`src/rtl/run_pkg.sv`:
```
// run_sequencer shared types and defaults.
// Imported by the interface, top and timer.
package run_pkg;

  localparam int COUNT_W_DEF = 11;
  localparam int TIMEOUT_DEF = 4095;

  typedef enum logic [2:0] {
    IDLE      = 3'd0,
    CLEAR     = 3'd1,
    LOAD      = 3'd2,
    START     = 3'd3,
    ARM       = 3'd4,
    WAIT_DONE = 3'd5,
    CAPTURE   = 3'd6,
    FINISH    = 3'd7
  } state_t;

endpackage

```
`src/rtl/run_sequencer_if.sv`:
```
// Link between run_sequencer and the counting FSM.
// master = sequencer side, slave = counting FSM side.
interface run_sequencer_if
  import run_pkg::*;
#(
  parameter int COUNT_W = COUNT_W_DEF
);

  logic               fsm_start;
  logic               fsm_reset;
  logic               load_mem;
  logic               fsm_done;
  logic [COUNT_W-1:0] fsm_count;

  modport master (
    output fsm_start,
    output fsm_reset,
    output load_mem,
    input  fsm_done,
    input  fsm_count
  );

  modport slave (
    input  fsm_start,
    input  fsm_reset,
    input  load_mem,
    output fsm_done,
    output fsm_count
  );

endinterface

```
`src/rtl/run_sequencer_cycle_timer.sv`:
```
// Loadable down-counter shared by the LOAD length
// and the WAIT_DONE timeout.
module cycle_timer
  import run_pkg::*;
#(
  parameter int W = 8
) (
  input  logic         clk,
  input  logic         reset_n,
  input  logic         load,
  input  logic         en,
  input  logic [W-1:0] val,
  output logic         zero
);

  logic [W-1:0] cnt;

  always_ff @(posedge clk or negedge reset_n) begin
    if (!reset_n) begin
      cnt <= '0;
    end else if (load) begin
      cnt <= val;
    end else if (en && cnt != '0) begin
      cnt <= cnt - 1'b1;
    end
  end

  assign zero = (cnt == '0);

endmodule

```
`src/rtl/run_sequencer.sv`:
```
// Batch sequencer: clears, loads, starts and times
// a counting FSM for N runs, gathering count stats.
module run_sequencer
  import run_pkg::*;
#(
  parameter int COUNT_W = COUNT_W_DEF,
  parameter int TIMEOUT = TIMEOUT_DEF
) (
  input  logic               clk,
  input  logic               reset_n,
  input  logic               go,
  input  logic [7:0]         num_runs,
  input  logic [7:0]         load_len,
  run_sequencer_if.master    link,
  output logic               busy,
  output logic               batch_done,
  output logic               timeout_err,
  output logic [7:0]         run_idx,
  output logic [COUNT_W-1:0] last_count,
  output logic [COUNT_W-1:0] min_count,
  output logic [COUNT_W-1:0] max_count,
  output logic [COUNT_W+7:0] total_count
);

  localparam int LW = $clog2(TIMEOUT + 1);
  localparam int TW = (LW > 8) ? LW : 8;
  localparam logic [TW-1:0] TMO_LD = TW'(TIMEOUT - 1);

  state_t             state;
  logic [7:0]         runs_q;
  logic [7:0]         len_q;
  logic               tmr_load;
  logic               tmr_en;
  logic               tmr_zero;
  logic [TW-1:0]      tmr_val;
  logic [COUNT_W-1:0] cnt;
  logic [7:0]         idx_nx;

  assign cnt    = link.fsm_count;
  assign idx_nx = run_idx + 8'd1;

  // Timer holds remaining cycles minus one, so zero marks the last one.
  always_comb begin
    tmr_load = 1'b0;
    tmr_en   = 1'b0;
    tmr_val  = TMO_LD;
    unique case (1'b1)
      (state == CLEAR): begin
        tmr_load = (len_q != 8'd0);
        tmr_val  = TW'(len_q - 8'd1);
      end
      (state == ARM): begin
        tmr_load = 1'b1;
      end
      (state == LOAD),
      (state == WAIT_DONE): begin
        tmr_en = 1'b1;
      end
      default: ;
    endcase
  end

  cycle_timer #(.W(TW)) u_timer (
    .clk     (clk),
    .reset_n (reset_n),
    .load    (tmr_load),
    .en      (tmr_en),
    .val     (tmr_val),
    .zero    (tmr_zero)
  );

  always_ff @(posedge clk or negedge reset_n) begin
    if (!reset_n) begin
      state          <= IDLE;
      runs_q         <= 8'd0;
      len_q          <= 8'd0;
      link.fsm_start <= 1'b0;
      link.fsm_reset <= 1'b0;
      link.load_mem  <= 1'b0;
      busy           <= 1'b0;
      batch_done     <= 1'b0;
      timeout_err    <= 1'b0;
      run_idx        <= 8'd0;
      last_count     <= '0;
      min_count      <= '1;
      max_count      <= '0;
      total_count    <= '0;
    end else begin
      case (state)
        IDLE: begin
          if (go) begin
            runs_q         <= (num_runs == 8'd0) ? 8'd1 : num_runs;
            len_q          <= load_len;
            run_idx        <= 8'd0;
            total_count    <= '0;
            timeout_err    <= 1'b0;
            min_count      <= '1;
            max_count      <= '0;
            last_count     <= '0;
            busy           <= 1'b1;
            link.fsm_reset <= 1'b1;
            state          <= CLEAR;
          end
        end
        CLEAR: begin
          link.fsm_reset <= 1'b0;
          if (len_q != 8'd0) begin
            link.load_mem <= 1'b1;
            state         <= LOAD;
          end else begin
            link.fsm_start <= 1'b1;
            state          <= START;
          end
        end
        LOAD: begin
          if (tmr_zero) begin
            link.load_mem  <= 1'b0;
            link.fsm_start <= 1'b1;
            state          <= START;
          end
        end
        START: begin
          link.fsm_start <= 1'b0;
          state          <= ARM;
        end
        ARM: begin
          state <= WAIT_DONE;
        end
        WAIT_DONE: begin
          // done wins over a simultaneous terminal count
          if (link.fsm_done) begin
            state <= CAPTURE;
          end else if (tmr_zero) begin
            timeout_err <= 1'b1;
            batch_done  <= 1'b1;
            state       <= FINISH;
          end
        end
        CAPTURE: begin
          last_count  <= cnt;
          total_count <= total_count + {8'd0, cnt};
          run_idx     <= idx_nx;
          if (cnt < min_count) min_count <= cnt;
          if (cnt > max_count) max_count <= cnt;
          if (idx_nx == runs_q) begin
            batch_done <= 1'b1;
            state      <= FINISH;
          end else begin
            link.fsm_reset <= 1'b1;
            state          <= CLEAR;
          end
        end
        FINISH: begin
          batch_done <= 1'b0;
          busy       <= 1'b0;
          state      <= IDLE;
        end
        default: state <= IDLE;
      endcase
    end
  end

endmodule

```
`src/flat_wrapper.sv`:
```
// flat-port wrapper written by rule: the top's interface ports become plain ports
module run_sequencer_flat import run_pkg::*;
#(
  parameter int COUNT_W = COUNT_W_DEF,
  parameter int TIMEOUT = TIMEOUT_DEF
)
  (clk, reset_n, go, num_runs, load_len, busy, batch_done, timeout_err, run_idx, last_count, min_count, max_count, total_count, link_fsm_start, link_fsm_reset, link_load_mem, link_fsm_done, link_fsm_count);
  run_sequencer_if #(.COUNT_W(COUNT_W)) link_i ();
  input  logic clk;
  input  logic reset_n;
  input  logic go;
  input  logic [7:0] num_runs;
  input  logic [7:0] load_len;
  output logic busy;
  output logic batch_done;
  output logic timeout_err;
  output logic [7:0] run_idx;
  output logic [COUNT_W-1:0] last_count;
  output logic [COUNT_W-1:0] min_count;
  output logic [COUNT_W-1:0] max_count;
  output logic [COUNT_W+7:0] total_count;
  output wire logic [$bits(link_i.fsm_start)-1:0] link_fsm_start;
  output wire logic [$bits(link_i.fsm_reset)-1:0] link_fsm_reset;
  output wire logic [$bits(link_i.load_mem)-1:0] link_load_mem;
  input wire logic [$bits(link_i.fsm_done)-1:0] link_fsm_done;
  input wire logic [$bits(link_i.fsm_count)-1:0] link_fsm_count;
  assign link_fsm_start = link_i.fsm_start;
  assign link_fsm_reset = link_i.fsm_reset;
  assign link_load_mem = link_i.load_mem;
  assign link_i.fsm_done = link_fsm_done;
  assign link_i.fsm_count = link_fsm_count;
  run_sequencer #(.COUNT_W(COUNT_W), .TIMEOUT(TIMEOUT)) u_core (.clk(clk), .reset_n(reset_n), .go(go), .num_runs(num_runs), .load_len(load_len), .link(link_i), .busy(busy), .batch_done(batch_done), .timeout_err(timeout_err), .run_idx(run_idx), .last_count(last_count), .min_count(min_count), .max_count(max_count), .total_count(total_count));
endmodule
```
`config.mk`:
```
export PLATFORM = sky130hd
export DESIGN_NAME = run_sequencer_flat
export DESIGN_NICKNAME = d
export VERILOG_FILES = /design/src/rtl/run_pkg.sv /design/src/rtl/run_sequencer_if.sv /design/src/rtl/run_sequencer_cycle_timer.sv /design/src/rtl/run_sequencer.sv /design/src/flat_wrapper.sv
export SDC_FILE = /design/constraint.sdc
export NUM_CORES = 1
export LEC_CHECK = 0
export ABC_AREA = 1
export BUFFER_PORTS_ARGS = -buffer_cell sky130_fd_sc_hd__buf_2
export CORE_ASPECT_RATIO = 0.6
export CORE_MARGIN = 5
export CORE_UTILIZATION = 50
export DETAILED_ROUTE_END_ITERATION = 10
export GPL_ROUTABILITY_DRIVEN = 0
export PLACE_DENSITY = 0.73
export SLEW_MARGIN = 10
export SYNTH_ARGS = -nofsm -noshare
export SYNTH_HDL_FRONTEND = slang
export SYNTH_SLANG_ARGS = --single-unit
export TNS_END_PERCENT = 5
```
`constraint.sdc`:
```
create_clock -name clk -period 1.75 [get_ports clk]
set_input_delay 0.175 -clock clk [delete_from_list [all_inputs] [get_ports clk]]
set_output_delay 0.175 -clock clk [all_outputs]
set_load 0.02 [all_outputs]
```
# Word-level counts from Yosys, hierarchy flattened
# Cells that the tools add are included.
# W data, S select, Z words.
# totals
reg_bits,97
latch_bits,0
mem_bits_rw,0
rom_bits,0
in_bits,31
output_inout_bits,66
elab_cells,105
mem_count,0
# classes
addsub,4
mul,0
div_mod_pow,0
order_cmp,2
n_eq_ne,19
shift,0
muxes,39
bitwise,0
reduce_logical,26
# ops
cell,n
$pmux W11 S2,3
$mux W11,4
$pmux W19 S2,1
$mux W12,3
$pmux W3 S8,1
$add A19 B11 Y19,1
$mux W19,1
$reduce_and A3 Y1,6
$mux W8,2
$pmux W8 S2,1
$mux W3,5
$eq A3 B3 Y1 const B,4
$logic_not A12 Y1,1
$reduce_bool A12 Y1,1
$sub A12 B1 Y12 const B,1
$gt A11 B11 Y1,1
$lt A11 B11 Y1,1
$mux W1,11
$ne A2 B1 Y1 const B,5
$ne A2 B2 Y1 const B,5
$reduce_bool A2 Y1,5
$pmux W1 S3,3
$reduce_bool A3 Y1,3
$sub A8 B1 Y9 const B,1
other kinds (13),20

# Depth between registers and ports, before layout
# logic_depth
word_depth,6
mapped_depth,13
ltp_nobuf,13

# Cells and area by module
# A second synthesis with hierarchy kept.
# unflattened
cells_unflattened,817
area_unflattened_um2,6047.0
# by_module_without_submodules
mod,instances,cells_each,area_per_inst_um2,seq_area_each_um2
run_sequencer,1,687,5142.4,2140.8
cycle_timer,1,130,904.6,300.3

# Worst setup path after synthesis
# OpenSTA, ideal clock, no wires.
# synth_timing
path_type,reg2reg
start,register u_core.total_count[0]
end,register u_core.total_count[18]
setup_ns,0.113
arrival_time_ns,1.929
t_required_ns,1.637
path_slack_ns,-0.292
stages_incl_launch_ff,13
path_buffers,0
period_less_slack_ns,2.042
path_cell_list,dfrtp_1 ha_1 fa_1 nand3_1 nand3_1 a21oi_1 inv_1 nand3_1 o211ai_1 nand3_1 nand2_1 nand2_1 inv_1
# synth_via
elab_chain_cells,2
# synth_lines
item,line,text
start: declaration,run_sequencer.sv:22,output logic [COUNT_W+7:0] total_count
start signal: assignment,run_sequencer.sv:141,"total_count <= total_count + {8'd0, cnt};"
$add A19 B11 Y19,run_sequencer.sv:141,
$pmux W19 S2,run_sequencer.sv:89,case (state)
# No other way between the ends.
# A chain may end at the register's enable or synchronous reset.

# Worst setup path in the final report
# Ends and elaborated chain as after synthesis.

==> results.md <==
- Most frequent cell after synthesis: sky130_fd_sc_hd__nand2_1
- Adder and majority cell fraction of the synthesized area: 0.0792
- Syn nets: approximately 820
- Total Routed Length: about 18,000 um
- Drt first-iter violations: ~570
- Number of instances in the synthesized netlist: around 750
- Largest net degree at the start of global routing: between 90 and 100
- Library cell used as clock root buffer: sky130_fd_sc_hd__clkbuf_16
- Ys flop type: sky130_fd_sc_hd__dfrtp_1
- Final worst-path setup slack: -0.298 ns
- Number of warnings printed during yosys synthesis: 0
- Remaining number of nets flagged by the antenna check after routing: 0
- Mean number of vias per cell: about 5.4
- Most instantiated cells after synthesis: 196 x sky130_fd_sc_hd__nand2_1, 94 x sky130_fd_sc_hd__inv_1, 86 x sky130_fd_sc_hd__dfrtp_1, 64 x sky130_fd_sc_hd__nor2_1, 61 x sky130_fd_sc_hd__nand3_1
- Crit Path Class: flop to flop
- Maxcap violations: 0
- Critical path fanouts, max: 4
- Worst path max stage delay: about 0.43 ns
- Final Hold Fails: 0
- Pwr Total: 14.0 mW
- CTS H-Tree Depth: 3
- Most Crowded Layer GR: met2
- Max_slew headroom: 0.645
- Slowest stage cell, crit path: sky130_fd_sc_hd__dfrtp_2
- Setup Total Neg Slack: -3.23 ns
- Ordered list of cells on the worst path: ha_4 -> fa_2 -> nand3_2 -> nand3_4 -> a21oi_4 -> inv_2 -> nand3_2 -> o211ai_1 -> nand3_1 -> nand2_1 -> nand2_1 -> inv_1
- Wire length of the first global-routing pass: between 20,000 and 30,000 um
- Number of enable flip-flop cells after synthesis: 0
- Vias in the first global route: 5,865
- Total via count after detailed routing: ~6,000
- Measured slew at the worst slew-check pin: between 0.5 and 0.6 ns
- Count of unique library cells instantiated by Yosys: 43
- Number of iterations in the first detailed-routing pass: 5
- Top-Level Pins: 97
- Port buffer count: 96
- Worst clock skew: approximately 0.011 ns
- Average instance area after synthesis: 7.69 um^2
- Placeable core region: approximately 0.011 mm^2
- Clock sink count: 97
- Cts bufs inserted: 9
- Max-slew violations: 0
- Layout cell share with drive strength beyond 1: 0.309
- Filler cells: about 900
- Clock-pin slew on the worst setup and hold paths: roughly 0.07 ns
- Share of the core filled with cells in the final layout: 0.689
- Met1 usage in global routing: 0.377
- Diodes inserted: 0
- Ranking of synthesized cells by area: sky130_fd_sc_hd__dfrtp_1 37%, sky130_fd_sc_hd__nand2_1 13%, sky130_fd_sc_hd__ha_1 7.6%
- Area enclosed by the die boundary: 0.0139 mm^2
- Site row count: 30
- Post-route minimum period: roughly 2.0 ns
- Worst vdd rail ir drop: just over 1 mV
- Global-route congestion overflow total: 0
- WL per Instance: approximately 16 um
- Flip-flop and latch count after synthesis: 97
- Buffer levels on the longest clock path: 2
- Half-perimeter wire length after placement: between 10,000 and 15,000 um
- Synth async-reset ratio: 1.00
- Element type at the critical path start: flop
- Post-Synth Simple-Gate Area: 0.259
- Total placed cells including tap cells: ~1,100
- Post-synthesis cell area: 0.00578 mm^2
- Worst Path Required: about 2.0 ns
- Worst min-delay path class: input port to flop
- Net count, final: ~1,000
- Starting density of the core: 0.512
- Met2 layer usage reported by global route: 0.401
- Die W: about 150 um
- TritonCTS clock tree: built
- Unrepaired setup endpoints after global routing: true
- Crit path arrival time: approximately 2.3 ns
- Final cell count without fillers: 1,108
- Maximum clock frequency: roughly 0.49 GHz
- Smallest hold slack: 0.0278 ns
- CP endpoint kind: flop
- Number of remaining DRC errors: 0
- Die Y-Extent: between 90 and 100 um
- Number of antenna violations at the first check in global routing: 0
- Leakage: 4.02 nW
- Post-synthesis sequential area ratio: 0.422
- Proportion of netlist area held by the largest area contributor: 0.372
- GRT met3 Usage: 0.0586
- Final count of negative-setup-slack endpoints: 27
- GRT Util Overall: 0.262
- Total power divided by cell area: about 1800 mW/mm^2
- Clock latency at the later pin of the worst-skew pair: about 0.36 ns
- Area Overhead vs Synth: 34.6%
- Post-synthesis cell type with the largest combined area: sky130_fd_sc_hd__dfrtp_1
- Status: finished, violations left
- XOR/XNOR share of the synthesized area: 0.0167
- Portion of netlist area occupied by mux cells: 0
- Failing checks: negative setup slack
- Dominant combinational cell family by area after synthesis: simple AND/OR/NAND/NOR gates
- Final critical-path share of the clock period: 1.17
- Compound-Gate Fraction of Synth Area: 0.137
[metrics by stage]
stage          worst slack, ns  cell area, um^2
6_report                -0.298             7780
5_1_grt                 -0.354             7780
4_1_cts                 -0.215             7610
3_5_place_dp            -0.226             7170
3_3_place_gp            -0.181             7170
2_1_floorplan           -0.145             5810
[critical path, delay by kind of cell (launching register included)]
kind	cells	cell delay, ns
adder cells (fa/ha/maj)	2	0.55
AND/OR/NAND/NOR	6	0.47
flip-flops	1	0.43
AO/OA/AOI/OAI	2	0.37
buffers and inverters	2	0.11
[area by class of cell]
class,count,area (um^2),share of cell area
Multi-Input combinational cell,538,3150,0.405
Sequential cell,97,2440,0.314
Timing Repair Buffer,198,1320,0.169
Inverter,99,377,0.0484
Clock buffer,10,229,0.0294
Tap cell,160,200,0.0257
Clock inverter,6,67.6,0.00868
[timing repair]
action / CTS / global route
resized for setup: 29 / 38
gates cloned: 2 / 0
endpoints found under the hold margin: 86 / 0
pin swaps: 16 / 17
buffers inserted: 1 / 3
hold buffers: 1 / 0
endpoints found under the setup margin: 47 / 57
[worst paths after layout]
path / startpoint / to / slack [ns] / depth (start not counted)
min: load_len[6] / u_core.len_q[6] / 0.03 / 3
min in group asynchronous: reset_n / u_core.total_count[7] / 0.44 / 3
max in group asynchronous: reset_n / u_core.state[2] / 0.89 / 3
max reg2reg: u_core.total_count[0] / u_core.total_count[18] / -0.30 / 12
max: u_core.total_count[0] / u_core.total_count[18] / -0.30 / 12
min reg2reg: u_core.link.fsm_reset / u_core.link.fsm_reset / 0.49 / 2
[registers in the layout (all words and copies together) (netlist names)]
register               flops
u_core.total_count        19
u_core.min_count          11
u_core.state               3
u_core.link.fsm_start      1
u_core.len_q               8
u_core.max_count          11
u_core.runs_q              8
u_core.link.fsm_reset      1
u_core.run_idx             8
u_core.timeout_err         1
u_core.last_count         11
u_core.link.load_mem       1
u_core.batch_done          1
u_core.busy                1
u_core.u_timer.cnt        12
[per-layer routing]
layer / wire length (um) / share of wire
met5: 0 / 0
met4: 336 / 0.019
met3: 1420 / 0.079
met2: 7950 / 0.44
met1: 8220 / 0.46
[kinds of logic (layout without fill, tap and decap cells)]
logic type	Yosys count	in the layout
xor gates and xnor gates	11	11
buffers and inverters	119	313
AOI/OAI and AO/OA	137	137
and+or+nand+nor	352	354
DFF	97	97
adders and majority gates	36	36
[placed cells by master, fill, tap and decap left out, types with 4 or more instances in the layout]
| cell | netlist | layout |
|---|---|---|
| sky130_fd_sc_hd__o21ai_1 | 14 | 21 |
| sky130_fd_sc_hd__buf_12 | 0 | 5 |
| sky130_fd_sc_hd__buf_4 | 3 | 96 |
| sky130_fd_sc_hd__nand4_1 | 8 | 8 |
| sky130_fd_sc_hd__o211ai_1 | 4 | 4 |
| sky130_fd_sc_hd__a22o_1 | 12 | 12 |
| sky130_fd_sc_hd__inv_1 | 94 | 90 |
| sky130_fd_sc_hd__a21oi_1 | 30 | 25 |
| sky130_fd_sc_hd__xor2_1 | 10 | 9 |
| sky130_fd_sc_hd__o21ai_0 | 54 | 45 |
| sky130_fd_sc_hd__ha_4 | 0 | 8 |
| sky130_fd_sc_hd__nor2_1 | 64 | 54 |
| sky130_fd_sc_hd__dfrtp_1 | 86 | 84 |
| sky130_fd_sc_hd__nand3_1 | 61 | 57 |
| sky130_fd_sc_hd__a31oi_1 | 7 | 6 |
| sky130_fd_sc_hd__buf_2 | 4 | 95 |
| sky130_fd_sc_hd__nor2_2 | 3 | 10 |
| sky130_fd_sc_hd__ha_1 | 35 | 25 |
| sky130_fd_sc_hd__o22ai_1 | 4 | 4 |
| sky130_fd_sc_hd__a21oi_2 | 0 | 4 |
| sky130_fd_sc_hd__nand2_1 | 196 | 188 |
| sky130_fd_sc_hd__nor3_1 | 7 | 5 |
| sky130_fd_sc_hd__dfstp_2 | 11 | 11 |
| sky130_fd_sc_hd__inv_2 | 4 | 7 |
| sky130_fd_sc_hd__clkbuf_16 | 0 | 9 |
| sky130_fd_sc_hd__nand2_2 | 4 | 11 |
[power by group]
part           internal [mW]  leakage, nW  total [mW]  switching [mW]
registers               3.27         1.21        3.94           0.670
logic                   3.26         2.67        8.07            4.81
clock network           1.11        0.139        2.02           0.905
total                   7.65         4.02        14.0            6.38
Note: power is estimated with default switching activity, not from simulation.
